### src/rtl/alu_seq_pkg.sv
// ---------------------------------------------------------------------------
// Module : alu_seq_pkg
// Brief  : Shared types and constants for the ALU multiply sequencer.
// Rev    : 1.0 - initial release
// ---------------------------------------------------------------------------
`default_nettype none

package alu_seq_pkg;

  typedef enum logic [2:0] {
    IDLE   = 3'd0,
    ABS_A  = 3'd1,
    ABS_B  = 3'd2,
    MUL    = 3'd3,
    NEG_LO = 3'd4,
    NEG_HI = 3'd5,
    DONE   = 3'd6
  } mul_state_t;

  localparam logic [2:0] ALU_ROL = 3'b000;
  localparam logic [2:0] ALU_SLL = 3'b001;
  localparam logic [2:0] ALU_ROR = 3'b010;
  localparam logic [2:0] ALU_SRL = 3'b011;
  localparam logic [2:0] ALU_ADD = 3'b100;
  localparam logic [2:0] ALU_OR  = 3'b101;
  localparam logic [2:0] ALU_XOR = 3'b110;
  localparam logic [2:0] ALU_AND = 3'b111;

  localparam int MUL_ITERS = 16;

endpackage

`default_nettype wire

### src/rtl/alu_mul_seq.sv
// ---------------------------------------------------------------------------
// Module : alu_mul_seq
// Brief  : Shift-and-add 16x16 multiplier sequencing the external shared ALU.
//          Optional signed support via `define MUL_SIGNED_EN.
// Rev    : 1.0 - initial release
// ---------------------------------------------------------------------------
`default_nettype none

module alu_mul_seq
  import alu_seq_pkg::*;
#(
  parameter int WIDTH = 16
) (
  input  logic             clk,
  input  logic             rst,
  input  logic             start,
  input  logic [WIDTH-1:0] mcand,
  input  logic [WIDTH-1:0] mplier,
  input  logic             sgn,
  output logic             busy,
  output logic             done,
  output logic [WIDTH-1:0] prod_hi,
  output logic [WIDTH-1:0] prod_lo,
  output logic [WIDTH-1:0] alu_A,
  output logic [WIDTH-1:0] alu_B,
  output logic [2:0]       alu_Op,
  output logic             alu_Cin,
  output logic             alu_invA,
  output logic             alu_invB,
  output logic             alu_sign,
  input  logic [WIDTH-1:0] alu_Out,
  input  logic             alu_cout
);

  localparam int CNT_W = $clog2(MUL_ITERS);

  mul_state_t       r_state;
  mul_state_t       w_next;
  logic [WIDTH-1:0] r_mcand;
  logic [CNT_W-1:0] r_cnt;
  logic             w_last;

  assign w_last = (r_cnt == CNT_W'(MUL_ITERS - 1));

`ifdef MUL_SIGNED_EN
  logic r_neg;
  logic r_borrow;
`else
  logic w_unused_sgn;
  assign w_unused_sgn = sgn;
`endif

  always_ff @(posedge clk or posedge rst) begin
    if (rst) r_state <= IDLE;
    else     r_state <= w_next;
  end

  always_comb begin
    w_next = r_state;
    case (r_state)
      IDLE: begin
        if (start) begin
`ifdef MUL_SIGNED_EN
          w_next = sgn ? ABS_A : MUL;
`else
          w_next = MUL;
`endif
        end
      end
`ifdef MUL_SIGNED_EN
      ABS_A:  w_next = ABS_B;
      ABS_B:  w_next = MUL;
      MUL:    if (w_last) w_next = r_neg ? NEG_LO : DONE;
      NEG_LO: w_next = NEG_HI;
      NEG_HI: w_next = DONE;
`else
      MUL:    if (w_last) w_next = DONE;
`endif
      DONE:    w_next = IDLE;
      default: w_next = IDLE;
    endcase
  end

  // ALU drive depends on state and registers only, never on start.
  always_comb begin
    busy     = (r_state != IDLE);
    done     = (r_state == DONE);
    alu_A    = '0;
    alu_B    = '0;
    alu_Op   = ALU_ADD;
    alu_Cin  = 1'b0;
    alu_invA = 1'b0;
    alu_invB = 1'b0;
    alu_sign = 1'b0;
    case (r_state)
      MUL: begin
        alu_A = prod_hi;
        alu_B = prod_lo[0] ? r_mcand : '0;
      end
`ifdef MUL_SIGNED_EN
      ABS_A: begin
        if (r_mcand[WIDTH-1]) begin
          alu_A    = r_mcand;
          alu_invA = 1'b1;
          alu_Cin  = 1'b1;
        end
      end
      ABS_B: begin
        if (prod_lo[WIDTH-1]) begin
          alu_A    = prod_lo;
          alu_invA = 1'b1;
          alu_Cin  = 1'b1;
        end
      end
      NEG_LO: begin
        alu_A    = prod_lo;
        alu_invA = 1'b1;
        alu_Cin  = 1'b1;
      end
      NEG_HI: begin
        alu_A    = prod_hi;
        alu_invA = 1'b1;
        alu_Cin  = r_borrow;
      end
`endif
      default: ;
    endcase
  end

  always_ff @(posedge clk or posedge rst) begin
    if (rst) begin
      prod_hi  <= '0;
      prod_lo  <= '0;
      r_mcand  <= '0;
      r_cnt    <= '0;
`ifdef MUL_SIGNED_EN
      r_neg    <= 1'b0;
      r_borrow <= 1'b0;
`endif
    end else begin
      case (r_state)
        IDLE: begin
          if (start) begin
            r_mcand <= mcand;
            prod_lo <= mplier;
            prod_hi <= '0;
            r_cnt   <= '0;
`ifdef MUL_SIGNED_EN
            r_neg   <= sgn & (mcand[WIDTH-1] ^ mplier[WIDTH-1]);
`endif
          end
        end
        MUL: begin
          // Carry-out becomes the new top bit as the pair shifts right.
          {prod_hi, prod_lo} <= {alu_cout, alu_Out, prod_lo[WIDTH-1:1]};
          r_cnt              <= r_cnt + CNT_W'(1);
        end
`ifdef MUL_SIGNED_EN
        ABS_A:  if (r_mcand[WIDTH-1]) r_mcand <= alu_Out;
        ABS_B:  if (prod_lo[WIDTH-1]) prod_lo <= alu_Out;
        NEG_LO: begin
          prod_lo  <= alu_Out;
          r_borrow <= alu_cout;
        end
        NEG_HI: prod_hi <= alu_Out;
`endif
        default: ;
      endcase
    end
  end

endmodule

`default_nettype wire

### config.mk
export PLATFORM = sky130hd
export DESIGN_NAME = alu_mul_seq
export DESIGN_NICKNAME = d
export VERILOG_FILES = /design/src/rtl/alu_seq_pkg.sv /design/src/rtl/alu_mul_seq.sv
export SDC_FILE = /design/constraint.sdc
export NUM_CORES = 1
export LEC_CHECK = 0
export ABC_AREA = 1
export CAP_MARGIN = 20
export CORE_ASPECT_RATIO = 0.5
export CORE_MARGIN = 5
export CORE_UTILIZATION = 40
export DETAILED_ROUTE_END_ITERATION = 10
export GPL_ROUTABILITY_DRIVEN = 0
export PLACE_DENSITY = 0.77
export SETUP_SLACK_MARGIN = 0.05
export SYNTH_ARGS = -nofsm -noshare
export SYNTH_HDL_FRONTEND = slang
export SYNTH_SLANG_ARGS = --single-unit
### constraint.sdc
create_clock -name clk -period 2 [get_ports clk]
set_input_delay 0.3 -clock clk [delete_from_list [all_inputs] [get_ports clk]]
set_output_delay 0.3 -clock clk [all_outputs]
set_load 0.1 [all_outputs]
# [Word level (Yosys, flattened, before mapping)]
# Index checks and enable logic that the tools add are counted.
[word_totals] memories=0 ff_bits=55 inputBits=53 latchBits=0 ramBits=0 rom_bits=0
[classes] mux=12 div=0 magnitude_cmp=0 shifts=0 mul=0 bitwise_logic=0 reduce_logical=6 n_eq_ne=5 add_sub_neg=1
[ops] op="16-bit two-way mux" count=5
[ops] op="16-bit one-hot mux with 2 select lines" count=2
[ops] op="4-bit one-hot mux with 2 select lines" count=1
[ops] op="3-bit two-way mux" count=2
[ops] op="3-bit one-hot mux with 2 select lines" count=1
[ops] op="2-bit AND reduction" count=3
[ops] op="4-bit by 1-bit adder with 4-bit output (second input constant)" count=1
[ops] op="4-bit equality test (second input constant)" count=1
[ops] op="4-bit two-way mux" count=1
[ops] op="2-bit != test (second input constant)" count=2
[ops] op="3-bit by 2-bit equality test with 1-bit output (second input constant)" count=1
[ops] op="3-bit equality test (second input constant)" count=1
[ops] op="3-bit zero test" count=1
[ops] op="3-bit nonzero test" count=1
[ops] op="2-bit nonzero test" count=1

# [Logic depth before layout (Yosys ltp)]
[logic_depth] word_depth=3 mapped_depth=7 depth_no_buf=6

# [Worst setup path after synthesis]
# No wires, ideal clock.
[synth_path] kind="reg2out" from="reg prod_lo[0]" to="out alu_B[10]" slack_ns=-1.128 stages_incl_launch_ff=5 arrival_time_ns=2.828 path_cell_list="dfrtp_1 > buf_2 > clkbuf_1 > nand2_1 > nor2_1"
[synth_via] elab_chain_cells=2
[synth_lines] item="start: declaration" line="alu_mul_seq.sv:23" rtl="output logic [WIDTH-1:0] prod_lo,"
[synth_lines] item="start signal: assignment" line="alu_mul_seq.sv:145" rtl="prod_lo <= mplier;"
[synth_lines] item="start signal: assignment" line="alu_mul_seq.sv:155" rtl="{prod_hi, prod_lo} <= {alu_cout, alu_Out, prod_lo[WIDTH-1:1]};"
[synth_lines] item="16-bit two-way mux" line="alu_mul_seq.sv:98" rtl="alu_B = prod_lo[0] ? r_mcand : '0;"
[synth_lines] item="16-bit two-way mux" line="alu_mul_seq.sv:95" rtl="case (r_state)"
[synth_lines] item="end: declaration" line="alu_mul_seq.sv:25" rtl="output logic [WIDTH-1:0] alu_B,"
# No other way between the ends.

# [Worst setup path after layout]
[layout_path] from="reg r_state[2]" to="out alu_B[11]"
[layout_via] elab_chain_cells=2
[layout_lines] item="start: declaration" line="alu_mul_seq.sv:37" rtl="mul_state_t r_state;"
[layout_lines] item="start signal: assignment" line="alu_mul_seq.sv:55" rtl="else r_state <= w_next;"
[layout_lines] item="3-bit by 2-bit equality test with 1-bit output" line="alu_mul_seq.sv:95"
[layout_lines] item="16-bit two-way mux" line="alu_mul_seq.sv:95"
# No other way between the ends.

==> flow_metrics.py <==
metrics = {
    "status": {
        "status": "complete, no violations",
    },
    "global_routing": {
        "grt_pass1_wl_mm": 13.3,
        "grt_pass1_vias": 2685,
        "grt_usage_pct": 18.0,
        "grt_max_degree": 43,
        "overflow": 0,
        "antenna_found_initial": 0,
    },
    "logic_synthesis": {
        "netlist_instances": 381,
        "ys_seq_elements": 55,
        "yosysUniqueCellTypes": 20,
        "synth_largest_area_cell": "dfrtp_1",
        "seq_area_frac_synth_pct": 48.0,
        "yosys-top-cells-area": "dfrtp_1 (48%), nand2_1 (18%), nand3_1 (7.0%)",
        "yosysTopAreaCellShare_pct": 48.0,
        "avgSynthCellArea_um2": 7.52,
        "ys_warn_count": 0,
        "synth_area_um2": 2870,
    },
    "placed_design": {
        "portBuffers": 117,
        "dp_slack_ns": 0.437,
        "place_hpwl_mm": 5.91,
    },
    "route": {
        "wl_met3_um": 405,
        "ant_nets": 0,
        "drt_iter0_drc": 180,
        "vias": 2762,
        "drt_pass1_iterations": 4,
        "routed_wl_mm": 7.98,
        "wirelength_met1_mm": 3.28,
        "drt-vias-per-instance": 4.76,
        "highest_layer": "met4",
        "route.met2.wl_mm": 4.23,
        "wire_per_inst_um": 13.8,
        "drc": 0,
    },
    "cells_and_area": {
        "drive_above_1_share_pct": 25.8,
        "antenna_cells": 0,
        "fillCellCount": 536,
        "final_common_cell": "nand2_1",
        "nets": 541,
        "syn_to_final_growth_pct": 66.6,
        "mostFrequentLayoutCells": "nand2_1 (137), dfrtp_1 (54), clkdlybuf4s50_1 (51), nand3_1 (40), buf_12 (39)",
    },
    "timing": {
        "layout_min_cycle_time_ns": 1.77,
        "fin_ws_ns": 0.233,
        "rsz0062_at_grt": "false",
        "final-setup-viol-count": 0,
        "timing.fmax_mhz": 566,
        "slew_viol_final": 0,
        "fin_setup_tns_ns": 0,
        "skew_ns": 0.00826,
        "finalHoldViolCount": 0,
        "min_period_over_period_pct": 88.4,
    },
    "worst_setup_path": {
        "cp_data_arrival_time_ns": 1.47,
        "cp-end-kind": "output pin",
        "cpMostUsedCell": "buf_12",
        "r2r_slack_ns": 0.53,
        "crit_type": "reg2out",
        "start_kind": "flip-flop",
        "ff2ff_path_depth": 5,
        "critPathMaxStageDelay_ns": 0.40,
        "path_buf_inv": 3,
        "r2r-start": "r_state[0]",
        "critPathSlowestCell": "dfrtp_1",
        "required_ns": 1.70,
        "worstPathMaxFanout": 40,
        "crit_chain": "inv_2 > nand3_4 > buf_12 > nor2_4 > buf_12",
        "timing.rr.end": "r_mcand[0]",
        "critical-path-top-delay-family": "buffers and inverters",
    },
    "min_path": {
        "min_path_type": "in2async",
    },
    "clock_network": {
        "postCtsSetupBuffers": 0,
        "numCtsBuffers": 5,
        "clkLatencyLatePin_ns": 0.29,
        "cts-resized-gates": 0,
        "clkTransAtPathRegs_ns": 0.07,
        "ctsHoldBuffers": 0,
        "clockRootBuffer": "clkbuf_16",
        "cts_tree": "yes",
        "clkSinkCount": 55,
        "h-tree-depth": 2,
        "cts.path.max_buffers": 2,
    },
    "floorplanning": {
        "die_w_um": 130,
        "row_count": 21,
        "die_area_um2": 9060,
        "core_area_um2": 6830,
        "io_pins": 126,
        "start_util_pct": 41.9,
        "die_h_um": 69.8,
    },
    "power_and_ir_drop": {
        "ir_drop_uv": 1200,
        "leakagePower_nw": 2.27,
        "total_power_mw": 8.24,
        "powerDensity_nw_per_um2": 1730,
    },
    "job": {
        "cap_violations": 0,
    },
}
## logic make-up (layout without fill, tap and decap cells)
family / after synthesis / after routing / share of synthesized area [%]
adder cells (fa/ha/maj): 1 / 1 / 0.437
AND/OR/NAND/NOR: 235 / 235 / 35.9
other: 2 / 7 / 0.262
AO/OA/AOI/OAI: 17 / 17 / 2.97
flip-flops: 55 / 55 / 48.0
buffers and inverters: 71 / 173 / 12.4
## synthesized netlist by cell type
library cell    n
inv_2           1
nand2_1       137
or2_2           1
conb_1          2
o21ai_0        17
buf_4          10
ha_1            1
nor2_8          1
inv_1          36
nand3_4         2
buf_2          16
clkbuf_1        4
or2_1           1
nand4_1        17
dfrtp_1        55
nor2_1         34
nand2_2         1
nand3b_1        1
buf_6           4
nand3_1        40
## final cells by class
class	instances	area [µm²]	area share, %
clock buffers	5	125	2.62
clock inverters	3	43.8	0.917
inverters	37	139	2.91
multi-input cells	260	1400	29.3
flip-flops and latches	55	1380	28.9
well taps	92	115	2.41
repair buffers	128	1580	33.0
## state kept, by name, indices dropped and copies added (netlist names)
register  count
r_mcand      16
r_state       3
prod_lo      16
prod_hi      16
r_cnt         4
## power by group
part / switching (mW) / internal, mW
logic: 3.99 / 1.26
clock network: 0.397 / 0.591
registers: 0.413 / 1.59
total: 4.80 / 3.45
## routing by layer
metal	GRT usage, %	vias to the layer above
met5	0	-
met4	3.46	0
li1	-	1382
met2	32.8	84
met3	3.38	7
met1	22.1	1289
## metrics by stage
stage | area [µm²] | std cells | hold WS (ns) | utilization (%)
2_1_floorplan | 3140 | 386 | 0.417 | -
6_report | 4770 | 580 | 0.335 | 69.9
3_3_place_gp | 4600 | 572 | 0.466 | 67.4
3_5_place_dp | 4600 | 572 | 0.473 | 67.4
4_1_cts | 4770 | 580 | 0.339 | 69.9
5_1_grt | 4770 | 580 | 0.369 | 69.9
## worst register-to-register path: stages, from the launching register on
cell,delay [ns]
dfrtp_1,0.39
buf_4,0.28
nor2_8,0.08
nand3_4,0.07
buf_4,0.35
o21ai_0,0.16
## worst max-delay path by stage
stage | from | end | slack, ns | cells after the start
global placement | start | r_mcand[10] | 0.48 | 4
CTS | r_state[2] | alu_B[11] | 0.24 | 5
detailed placement | start | r_mcand[0] | 0.44 | 4
global route | r_state[2] | alu_B[11] | 0.16 | 5
finish | r_state[2] | alu_B[11] | 0.23 | 5
floorplan | prod_lo[0] | alu_B[15] | 0.06 | 4
Power figures use the tool's default switching activity.
